`src/rtl/io_sched_pkg.sv`:
```
// io_sched_pkg: shared defaults and helpers for the io_scheduler slice.
// Contents: default channel counts/widths, channel-index width function,
// round-robin next-grant search used by the drain arbiter.
// Optional build feature: IOSCHED_ERRCNT_EN (see io_scheduler.sv).
package io_sched_pkg;

  localparam int unsigned NUIOIN_DEF = 4;
  localparam int unsigned NUIOOU_DEF = 4;
  localparam int unsigned NBIN_DEF   = 13;
  localparam int unsigned NBOUT_DEF  = 21;
  localparam int unsigned FDEPTH_DEF = 4;
  localparam int unsigned ERRCNT_W   = 16;

  // Width of a channel index; a single channel still needs one bit.
  function automatic int unsigned ch_w(input int unsigned n);
    return (n <= 1) ? 1 : $clog2(n);
  endfunction

  // First set bit of req searching upward from ptr, wrapping at n.
  // Scans the farthest offset first so the nearest hit is the last write.
  // Returns ptr when req is empty; the caller qualifies with |req.
  function automatic int rr_grant(input logic [31:0] req, input int ptr, input int n);
    int idx;
    int res;
    res = ptr;
    for (int i = 31; i >= 0; i--) begin
      if (i < n) begin
        idx = ptr + i;
        if (idx >= n) idx = idx - n;
        if (req[idx]) res = idx;
      end
    end
    return res;
  endfunction

endpackage

```
`src/rtl/io_scheduler_if.sv`:
```
// io_scheduler_if: bundle of the external input stream, the core I/O
// strobes, the shared output stream and the error flag signals.
// Modports: slave = scheduler side, master = environment side.
interface io_scheduler_if
  import io_sched_pkg::*;
#(
  parameter int unsigned NUIOIN = NUIOIN_DEF,
  parameter int unsigned NUIOOU = NUIOOU_DEF,
  parameter int unsigned NBIN   = NBIN_DEF,
  parameter int unsigned NBOUT  = NBOUT_DEF
);

  localparam int unsigned CIW = ch_w(NUIOIN);
  localparam int unsigned COW = ch_w(NUIOOU);

  // external input stream
  logic              ext_valid;
  logic [CIW-1:0]    ext_ch;
  logic [NBIN-1:0]   ext_data;
  logic              ext_ready;
  // core side
  logic [NUIOIN-1:0] req_in;
  logic [NBIN-1:0]   io_in;
  logic [NUIOOU-1:0] out_en;
  logic [NBOUT-1:0]  io_out;
  // shared output stream
  logic              out_valid;
  logic              out_ready;
  logic [COW-1:0]    out_ch;
  logic [NBOUT-1:0]  out_data;
  // error flags
  logic [NUIOIN-1:0] err_udf;
  logic [NUIOOU-1:0] err_ovf;
  logic              err_clr;

  modport slave (
    input  ext_valid, ext_ch, ext_data, req_in, out_en, io_out, out_ready, err_clr,
    output ext_ready, io_in, out_valid, out_ch, out_data, err_udf, err_ovf
  );

  modport master (
    output ext_valid, ext_ch, ext_data, req_in, out_en, io_out, out_ready, err_clr,
    input  ext_ready, io_in, out_valid, out_ch, out_data, err_udf, err_ovf
  );

endinterface

```
`src/rtl/io_scheduler_sync_fifo.sv`:
```
// sync_fifo: single-clock FIFO with count-based full/empty.
// Ports: clk, rst (sync, active-low), push/din, pop, head_c (current head,
// combinational), full_c/empty_c (combinational status).
// A pop of an empty FIFO is ignored; a push to a full FIFO is accepted only
// when a pop happens in the same cycle.
module sync_fifo #(
  parameter int unsigned WIDTH = 8,
  parameter int unsigned DEPTH = 4
) (
  input  logic             clk,
  input  logic             rst,
  input  logic             push,
  input  logic [WIDTH-1:0] din,
  input  logic             pop,
  output logic [WIDTH-1:0] head_c,
  output logic             full_c,
  output logic             empty_c
);

  localparam int unsigned AW = (DEPTH > 1) ? $clog2(DEPTH) : 1;
  localparam int unsigned CW = $clog2(DEPTH + 1);

  logic [WIDTH-1:0] mem [DEPTH];
  logic [AW-1:0]    wr_ptr;
  logic [AW-1:0]    rd_ptr;
  logic [CW-1:0]    count;
  logic             do_push;
  logic             do_pop;

  // status and qualified strobes
  always_comb begin
    empty_c = (count == '0);
    full_c  = (count == CW'(DEPTH));
    do_pop  = pop && !empty_c;
    do_push = push && (!full_c || do_pop);
  end

  assign head_c = mem[rd_ptr];

  // storage array; no reset needed, validity comes from count
  always_ff @(posedge clk) begin
    if (rst && do_push) mem[wr_ptr] <= din;
  end

  // pointers and occupancy
  always_ff @(posedge clk) begin
    if (!rst) begin
      wr_ptr <= '0;
      rd_ptr <= '0;
      count  <= '0;
    end else begin
      if (do_push) wr_ptr <= wr_ptr + AW'(1);
      if (do_pop)  rd_ptr <= rd_ptr + AW'(1);
      count <= count + CW'(do_push) - CW'(do_pop);
    end
  end

endmodule

```
`src/rtl/io_scheduler.sv`:
```
// io_scheduler: buffers external samples per input channel for the core's
// one-hot req_in reads, captures core results on out_en into per-channel
// output buffers, and drains them round-robin onto one output stream.
// Ports: clk, rst (sync, active-low), bus (io_scheduler_if.slave).
// Optional: IOSCHED_ERRCNT_EN adds err_cnt[15:0], a saturating count of
// cycles with at least one underflow/overflow event.
module io_scheduler
  import io_sched_pkg::*;
#(
  parameter int unsigned NUIOIN = NUIOIN_DEF,
  parameter int unsigned NUIOOU = NUIOOU_DEF,
  parameter int unsigned NBIN   = NBIN_DEF,
  parameter int unsigned NBOUT  = NBOUT_DEF,
  parameter int unsigned FDEPTH = FDEPTH_DEF
) (
  input  logic                clk,
  input  logic                rst,
  io_scheduler_if.slave       bus
`ifdef IOSCHED_ERRCNT_EN
  ,
  output logic [ERRCNT_W-1:0] err_cnt
`endif
);

  localparam int unsigned CIW = ch_w(NUIOIN);
  localparam int unsigned COW = ch_w(NUIOOU);

  // input buffers
  logic [NUIOIN-1:0] in_push;
  logic [NUIOIN-1:0] in_pop;
  logic [NUIOIN-1:0] in_full;
  logic [NUIOIN-1:0] in_empty;
  logic [NBIN-1:0]   in_head [NUIOIN];

  // output buffers
  logic [NUIOOU-1:0] ou_pop;
  logic [NUIOOU-1:0] ou_full;
  logic [NUIOOU-1:0] ou_empty;
  logic [NBOUT-1:0]  ou_head [NUIOOU];

  logic              ext_ready_c;
  logic              rd_hit;
  logic [CIW-1:0]    rd_sel;
  logic [NBIN-1:0]   io_in_c;
  logic [NUIOIN-1:0] udf_set;
  logic [NUIOOU-1:0] ovf_set;

  logic              drain_ld;
  logic              grant_any;
  logic [COW-1:0]    grant;

  logic              out_valid_q;
  logic [COW-1:0]    out_ch_q;
  logic [NBOUT-1:0]  out_data_q;
  logic [COW-1:0]    rr_ptr;
  logic [NUIOIN-1:0] err_udf_q;
  logic [NUIOOU-1:0] err_ovf_q;

  for (genvar k = 0; k < NUIOIN; k++) begin : g_in
    sync_fifo #(.WIDTH(NBIN), .DEPTH(FDEPTH)) u_fifo (
      .clk     (clk),
      .rst     (rst),
      .push    (in_push[k]),
      .din     (bus.ext_data),
      .pop     (in_pop[k]),
      .head_c  (in_head[k]),
      .full_c  (in_full[k]),
      .empty_c (in_empty[k])
    );
  end

  for (genvar k = 0; k < NUIOOU; k++) begin : g_ou
    sync_fifo #(.WIDTH(NBOUT), .DEPTH(FDEPTH)) u_fifo (
      .clk     (clk),
      .rst     (rst),
      .push    (bus.out_en[k]),
      .din     (bus.io_out),
      .pop     (ou_pop[k]),
      .head_c  (ou_head[k]),
      .full_c  (ou_full[k]),
      .empty_c (ou_empty[k])
    );
  end

  // external push decode; ready reflects only the current fill state
  always_comb begin
    ext_ready_c = 1'b0;
    in_push     = '0;
    if (32'(bus.ext_ch) < NUIOIN) ext_ready_c = !in_full[bus.ext_ch];
    if (bus.ext_valid && ext_ready_c) in_push[bus.ext_ch] = 1'b1;
  end

  // lowest set bit of req_in picks the channel served this cycle
  always_comb begin
    rd_hit = 1'b0;
    rd_sel = '0;
    for (int i = int'(NUIOIN) - 1; i >= 0; i--) begin
      if (bus.req_in[i]) begin
        rd_hit = 1'b1;
        rd_sel = CIW'(i);
      end
    end
  end

  // core read: pop the head, or flag underflow on an empty buffer
  always_comb begin
    in_pop  = '0;
    udf_set = '0;
    io_in_c = '0;
    if (rd_hit) begin
      if (in_empty[rd_sel]) begin
        udf_set[rd_sel] = 1'b1;
      end else begin
        in_pop[rd_sel] = 1'b1;
        io_in_c        = in_head[rd_sel];
      end
    end
  end

  // drain arbiter grant; a pop frees space for a same-cycle out_en push
  always_comb begin
    ou_pop    = '0;
    drain_ld  = !out_valid_q || bus.out_ready;
    grant_any = !(&ou_empty);
    grant     = COW'(rr_grant(32'(~ou_empty), int'(rr_ptr), int'(NUIOOU)));
    if (drain_ld && grant_any) ou_pop[grant] = 1'b1;
    ovf_set = bus.out_en & ou_full & ~ou_pop;
  end

  // output register, round-robin pointer and sticky flags
  always_ff @(posedge clk) begin
    if (!rst) begin
      out_valid_q <= 1'b0;
      out_ch_q    <= '0;
      out_data_q  <= '0;
      rr_ptr      <= '0;
      err_udf_q   <= '0;
      err_ovf_q   <= '0;
    end else begin
      if (drain_ld) begin
        if (grant_any) begin
          out_valid_q <= 1'b1;
          out_ch_q    <= grant;
          out_data_q  <= ou_head[grant];
          rr_ptr      <= (32'(grant) == NUIOOU - 1) ? '0 : grant + COW'(1);
        end else begin
          out_valid_q <= 1'b0;
        end
      end
      // a set event in the clearing cycle survives the clear
      err_udf_q <= (bus.err_clr ? '0 : err_udf_q) | udf_set;
      err_ovf_q <= (bus.err_clr ? '0 : err_ovf_q) | ovf_set;
    end
  end

  assign bus.ext_ready = ext_ready_c;
  assign bus.io_in     = io_in_c;
  assign bus.out_valid = out_valid_q;
  assign bus.out_ch    = out_ch_q;
  assign bus.out_data  = out_data_q;
  assign bus.err_udf   = err_udf_q;
  assign bus.err_ovf   = err_ovf_q;

`ifdef IOSCHED_ERRCNT_EN
  logic                any_evt;
  logic [ERRCNT_W-1:0] err_cnt_q;

  assign any_evt = (|udf_set) || (|ovf_set);

  // one count per cycle with any event, saturating
  always_ff @(posedge clk) begin
    if (!rst) begin
      err_cnt_q <= '0;
    end else if (bus.err_clr) begin
      err_cnt_q <= any_evt ? ERRCNT_W'(1) : '0;
    end else if (any_evt && (err_cnt_q != {ERRCNT_W{1'b1}})) begin
      err_cnt_q <= err_cnt_q + ERRCNT_W'(1);
    end
  end

  assign err_cnt = err_cnt_q;
`endif

endmodule

```
`src/flat_wrapper.sv`:
```
// flat-port wrapper written by rule: the top's interface ports become plain ports
module io_scheduler_flat import io_sched_pkg::*;
#(
  parameter int unsigned NUIOIN = NUIOIN_DEF,
  parameter int unsigned NUIOOU = NUIOOU_DEF,
  parameter int unsigned NBIN   = NBIN_DEF,
  parameter int unsigned NBOUT  = NBOUT_DEF,
  parameter int unsigned FDEPTH = FDEPTH_DEF
)
  (clk, rst, bus_ext_valid, bus_ext_ch, bus_ext_data, bus_req_in, bus_out_en, bus_io_out, bus_out_ready, bus_err_clr, bus_ext_ready, bus_io_in, bus_out_valid, bus_out_ch, bus_out_data, bus_err_udf, bus_err_ovf);
  io_scheduler_if #(.NUIOIN(NUIOIN), .NUIOOU(NUIOOU), .NBIN(NBIN), .NBOUT(NBOUT)) bus_i ();
  input  logic clk;
  input  logic rst;
  input wire logic [$bits(bus_i.ext_valid)-1:0] bus_ext_valid;
  input wire logic [$bits(bus_i.ext_ch)-1:0] bus_ext_ch;
  input wire logic [$bits(bus_i.ext_data)-1:0] bus_ext_data;
  input wire logic [$bits(bus_i.req_in)-1:0] bus_req_in;
  input wire logic [$bits(bus_i.out_en)-1:0] bus_out_en;
  input wire logic [$bits(bus_i.io_out)-1:0] bus_io_out;
  input wire logic [$bits(bus_i.out_ready)-1:0] bus_out_ready;
  input wire logic [$bits(bus_i.err_clr)-1:0] bus_err_clr;
  output wire logic [$bits(bus_i.ext_ready)-1:0] bus_ext_ready;
  output wire logic [$bits(bus_i.io_in)-1:0] bus_io_in;
  output wire logic [$bits(bus_i.out_valid)-1:0] bus_out_valid;
  output wire logic [$bits(bus_i.out_ch)-1:0] bus_out_ch;
  output wire logic [$bits(bus_i.out_data)-1:0] bus_out_data;
  output wire logic [$bits(bus_i.err_udf)-1:0] bus_err_udf;
  output wire logic [$bits(bus_i.err_ovf)-1:0] bus_err_ovf;
  assign bus_i.ext_valid = bus_ext_valid;
  assign bus_i.ext_ch = bus_ext_ch;
  assign bus_i.ext_data = bus_ext_data;
  assign bus_i.req_in = bus_req_in;
  assign bus_i.out_en = bus_out_en;
  assign bus_i.io_out = bus_io_out;
  assign bus_i.out_ready = bus_out_ready;
  assign bus_i.err_clr = bus_err_clr;
  assign bus_ext_ready = bus_i.ext_ready;
  assign bus_io_in = bus_i.io_in;
  assign bus_out_valid = bus_i.out_valid;
  assign bus_out_ch = bus_i.out_ch;
  assign bus_out_data = bus_i.out_data;
  assign bus_err_udf = bus_i.err_udf;
  assign bus_err_ovf = bus_i.err_ovf;
  io_scheduler #(.NUIOIN(NUIOIN), .NUIOOU(NUIOOU), .NBIN(NBIN), .NBOUT(NBOUT), .FDEPTH(FDEPTH)) u_core (.clk(clk), .rst(rst), .bus(bus_i));
endmodule
```
`config.mk`:
```
export PLATFORM = sky130hd
export DESIGN_NAME = io_scheduler_flat
export DESIGN_NICKNAME = d
export VERILOG_FILES = /design/src/rtl/io_sched_pkg.sv /design/src/rtl/io_scheduler_if.sv /design/src/rtl/io_scheduler_sync_fifo.sv /design/src/rtl/io_scheduler.sv /design/src/flat_wrapper.sv
export SDC_FILE = /design/constraint.sdc
export NUM_CORES = 1
export LEC_CHECK = 0
export ABC_CLOCK_PERIOD_IN_PS = 4810
export BUFFER_PORTS_ARGS = -buffer_cell sky130_fd_sc_hd__buf_2
export CAP_MARGIN = 40
export CORE_MARGIN = 3
export CORE_UTILIZATION = 25
export CTS_BUF_LIST = sky130_fd_sc_hd__clkbuf_8
export DETAILED_ROUTE_END_ITERATION = 6
export PLACE_DENSITY = 0.4
export SYNTH_ARGS = -nofsm -noshare
export SYNTH_HDL_FRONTEND = slang
export SYNTH_SLANG_ARGS = --single-unit
export TNS_END_PERCENT = 1
```
`constraint.sdc`:
```
create_clock -name clk -period 4.81 [get_ports clk]
set_input_delay 0.481 -clock clk [delete_from_list [all_inputs] [get_ports clk]]
set_output_delay 0.481 -clock clk [all_outputs]
set_load 0.005 [all_outputs]
```
==> metrics.json <==
{
  "status": "completed",
  "worst_setup_path_start_kind": "flip-flop",
  "synth_warnings": 0,
  "num_io_pins": 95,
  "timing.critical_path.arrival_ns": 4.78,
  "tightestPinTransition_ns": 0.796,
  "dominantRegCellSynth": "sky130_fd_sc_hd__edfxtp_1",
  "grt_setup_unrepaired": "no",
  "dp.final_hpwl_um": 39700,
  "place.gp.congestion": 0.756,
  "seq_area_mm2": 0.0185,
  "count_of_hold_buffers_inserted_by_post_cts_repair": 0,
  "synth_sequential_area_ratio_pct": 72.2,
  "fillerInstances": 10000,
  "min-delay-path-class": "in -> reg",
  "timing.final.crit_share_pct": 86.8,
  "pwr_density_cell_mw_per_mm2": 516,
  "grt_use_met2_pct": 20.4,
  "initialDrtViolationCount": 710,
  "count_of_mapped_cells_out_of_synthesis": 1378,
  "maxSlewHeadroom_pct": 47.0,
  "cp_max_fo": 12,
  "detail_route.wl_per_cell_um": 20.8,
  "cp-endpoint": "u_core.g_ou[3].u_fifo.count[2]",
  "design_area_mm2": 0.0299,
  "synth_async_sr_flop_share_pct": 0,
  "drc_violations_left": 0,
  "drt_pre_antenna_iters": 5,
  "clockRootBuffer": "sky130_fd_sc_hd__clkbuf_8",
  "dieWidth_um": 326,
  "globalRouteOverflowTotal": 0,
  "r2r_cells": 20,
  "rows": 116,
  "hold_violations": 0,
  "via_count": 13100,
  "final-max-slew-violation-count": 0,
  "critPathRequiredTime_ns": 5.42,
  "met3_track_utilization_from_global_routing_pct": 2.90,
  "grt_pass1_vias": 14200,
  "placeableCoreArea_mm2": 0.101,
  "antenna_found_initial": 1,
  "cts_repair_resized_insts": 0,
  "die_footprint_mm2": 0.106,
  "final.setup.tns_ns": 0,
  "ys_seq_elements": 650,
  "start_util_pct": 25.4,
  "floorplan.die.height_um": 326,
  "finalWirelength_um": 62800,
  "groute.usage.overall_pct": 11.8,
  "drt.antenna.violating_nets": 0,
  "worstSetupStartpoint": "u_core.rr_ptr[1]",
  "gr-max-usage-layer": "met2",
  "ff2ff_setup_slack_ns": 0.64,
  "final.setup_skew_ns": 0.0566,
  "drt-vias-per-instance": 4.34,
  "crit_path_end_kind": "flip-flop",
  "numClockSinks": 650,
  "clock_tree.htree_level_count": 3,
  "cts-root-to-sink-buffers": 3,
  "syn_area_mm2": 0.0256,
  "post_cts.repair.setup_buffers": 0,
  "reg2reg_to": "u_core.g_ou[3].u_fifo.count[2]",
  "netlist-cell-type-count": 63,
  "multiInputGateArea_mm2": 0.00669,
  "layout.nets": 1676,
  "tritoncts": "built",
  "path_clk_slew_ns": 0.06,
  "synth.avg_cell_area_um2": 18.5,
  "min_period_ns": 4.17,
  "cts_buffers": 112,
  "area_delta_synth_final_pct": 17.2,
  "syn-num-nets": 1484,
  "grt_start_max_net_pins": 63,
  "max_clock_freq_mhz": 240,
  "post_dp_cell_area_mm2": 0.0279,
  "synth_enable_flop_cells": 544,
  "setup-violations-final": 0,
  "grt_pass1_wl_um": 93700,
  "critical_path_class": "reg -> reg",
  "max-vdd-ir-drop_mv": 0.394,
  "gr-usage-met1_pct": 14.8,
  "cap_viol_max_count": 0,
  "worstReg2RegStart": "u_core.rr_ptr[1]",
  "port_buffers": 94,
  "static-leakage-power_nw": 10.2,
  "clk_latency_ns": 0.74,
  "drive_gt1_share_pct": 25.6
}
[logic make-up after synthesis]
family | Yosys count | synth area share [%]
flip-flops | 650 | 72.2
AND/OR/NAND/NOR | 213 | 4.27
multiplexers | 192 | 14.2
AO/OA/AOI/OAI | 131 | 3.47
buffers and inverters | 102 | 1.69
adder cells (fa/ha/maj) | 57 | 3.03
XOR/XNOR | 33 | 1.13
[layer usage]
layer	share of wire, %	wire length, um
met5	0	0
met4	2.4	1480
met3	4.2	2660
met2	51	31700
met1	43	26900
[cells in the mapped netlist (22+ instances only)]
master	count	area, um2
sky130_fd_sc_hd__a21o_1	22	165
sky130_fd_sc_hd__mux2i_1	53	531
sky130_fd_sc_hd__nor2_1	70	263
sky130_fd_sc_hd__dfxtp_1	106	2120
sky130_fd_sc_hd__nor3_1	23	115
sky130_fd_sc_hd__and3_1	33	206
sky130_fd_sc_hd__inv_1	43	161
sky130_fd_sc_hd__clkbuf_1	45	169
sky130_fd_sc_hd__mux4_2	136	3060
sky130_fd_sc_hd__edfxtp_1	544	16300
sky130_fd_sc_hd__ha_1	49	613
sky130_fd_sc_hd__o22ai_1	45	282
sky130_fd_sc_hd__nand2_1	34	128
[layout by cell type, fill, tap and decap left out, types with 4 or more instances in the layout]
cell,Yosys,routed
sky130_fd_sc_hd__buf_4,0,30
sky130_fd_sc_hd__clkinv_1,0,23
sky130_fd_sc_hd__xnor2_1,20,20
sky130_fd_sc_hd__a21o_1,22,22
sky130_fd_sc_hd__nand2_1,34,34
sky130_fd_sc_hd__clkbuf_8,0,118
sky130_fd_sc_hd__fa_1,8,8
sky130_fd_sc_hd__nor2_1,70,69
sky130_fd_sc_hd__nor4_1,4,4
sky130_fd_sc_hd__o22ai_1,45,45
sky130_fd_sc_hd__xor2_1,13,13
sky130_fd_sc_hd__nand3_1,8,8
sky130_fd_sc_hd__buf_2,3,94
sky130_fd_sc_hd__buf_12,0,7
sky130_fd_sc_hd__ha_1,49,49
sky130_fd_sc_hd__edfxtp_1,544,544
sky130_fd_sc_hd__o21ai_1,5,4
sky130_fd_sc_hd__dfxtp_2,0,4
sky130_fd_sc_hd__nor3b_1,5,5
sky130_fd_sc_hd__mux4_2,136,136
sky130_fd_sc_hd__and3_1,33,33
sky130_fd_sc_hd__a22oi_1,4,4
sky130_fd_sc_hd__clkinv_2,0,6
sky130_fd_sc_hd__and2_1,12,12
sky130_fd_sc_hd__nor3_1,23,23
sky130_fd_sc_hd__mux2i_1,53,53
sky130_fd_sc_hd__a21oi_1,18,18
sky130_fd_sc_hd__inv_1,43,90
sky130_fd_sc_hd__dfxtp_1,106,102
sky130_fd_sc_hd__o21ai_0,12,12
[registers in the layout, summed over array words and instances (netlist names), named ones only]
register                   count
u_core.g_ou.u_fifo.mem       336
u_core.g_in.u_fifo.mem       208
u_core.bus.out_data           21
u_core.g_in.u_fifo.count      12
u_core.g_ou.u_fifo.count      12
u_core.g_in.u_fifo.rd_ptr      8
u_core.g_in.u_fifo.wr_ptr      8
u_core.g_ou.u_fifo.rd_ptr      8
u_core.g_ou.u_fifo.wr_ptr      8
u_core.bus.err_ovf             4
u_core.bus.err_udf             4
u_core.bus.out_ch              2
u_core.rr_ptr                  2
u_core.bus.out_valid           1
[through the flow]
step           setup slack (ns)  utilization (%)  instances  hold WS, ns  power (mW)
2_1_floorplan             0.754                -       1378        0.445        9.71
3_3_place_gp              0.652             27.6       2805        0.430        11.0
3_5_place_dp              0.632             27.7       2813        0.434        11.1
4_1_cts                   0.650             29.7       3015       0.0219        15.8
5_1_grt                   0.296             29.7       3016       0.0229        16.4
6_report                  0.635             29.7       3016       0.0843        15.5
[how the worst min path moves through the flow]
stage | start | endpoint | slack, ns | depth (start not counted)
floorplan | u_core.g_ou[0].u_fifo.rd_ptr[1] | flip-flop | 0.45 | 2
global placement | u_core.bus.out_data[9] | u_core.bus.out_data[9] | 0.43 | 1
detailed placement | u_core.bus.out_data[19] | u_core.bus.out_data[19] | 0.43 | 1
CTS | bus_out_en[2] | u_core.g_ou[2].u_fifo.wr_ptr[1] | 0.02 | 3
global route | bus_out_en[2] | u_core.g_ou[2].u_fifo.wr_ptr[1] | 0.02 | 3
finish | bus_out_en[2] | u_core.g_ou[2].u_fifo.wr_ptr[1] | 0.08 | 3
[where the power goes]
| part | internal (mW) | leakage, nW | switching (mW) |
|---|---|---|---|
| registers | 6.53 | 5.79 | 0.280 |
| logic | 1.78 | 3.18 | 2.29 |
| clock network | 2.32 | 1.20 | 2.27 |
[area by class of cell]
class / count / area share [%]
Antenna cell: 1 / 0.00836
Sequential cell: 650 / 61.7
Multi-Input combinational cell: 626 / 22.3
Inverter: 45 / 0.589
Clock inverter: 84 / 1.36
Tap cell: 1357 / 5.67
Timing Repair Buffer: 135 / 2.98
Clock buffer: 118 / 5.42
[worst max-delay path, stage by stage (launching register included)]
cell	delay (ns)
sky130_fd_sc_hd__dfxtp_1	0.55
sky130_fd_sc_hd__inv_1	0.16
sky130_fd_sc_hd__ha_1	0.40
sky130_fd_sc_hd__inv_1	0.10
sky130_fd_sc_hd__a31oi_1	0.14
sky130_fd_sc_hd__a2bb2oi_1	0.10
sky130_fd_sc_hd__o21ai_1	0.50
sky130_fd_sc_hd__nor2_1	0.13
sky130_fd_sc_hd__ha_1	0.26
sky130_fd_sc_hd__nand2_1	0.09
sky130_fd_sc_hd__nand3_1	0.07
sky130_fd_sc_hd__and2_1	0.24
sky130_fd_sc_hd__inv_1	0.10
sky130_fd_sc_hd__ha_1	0.23
sky130_fd_sc_hd__inv_1	0.06
sky130_fd_sc_hd__ha_1	0.13
sky130_fd_sc_hd__inv_1	0.05
sky130_fd_sc_hd__fa_1	0.39
sky130_fd_sc_hd__xor2_1	0.17
sky130_fd_sc_hd__xnor2_1	0.14
sky130_fd_sc_hd__nor2_1	0.05
Power figures use the tool's default switching activity.
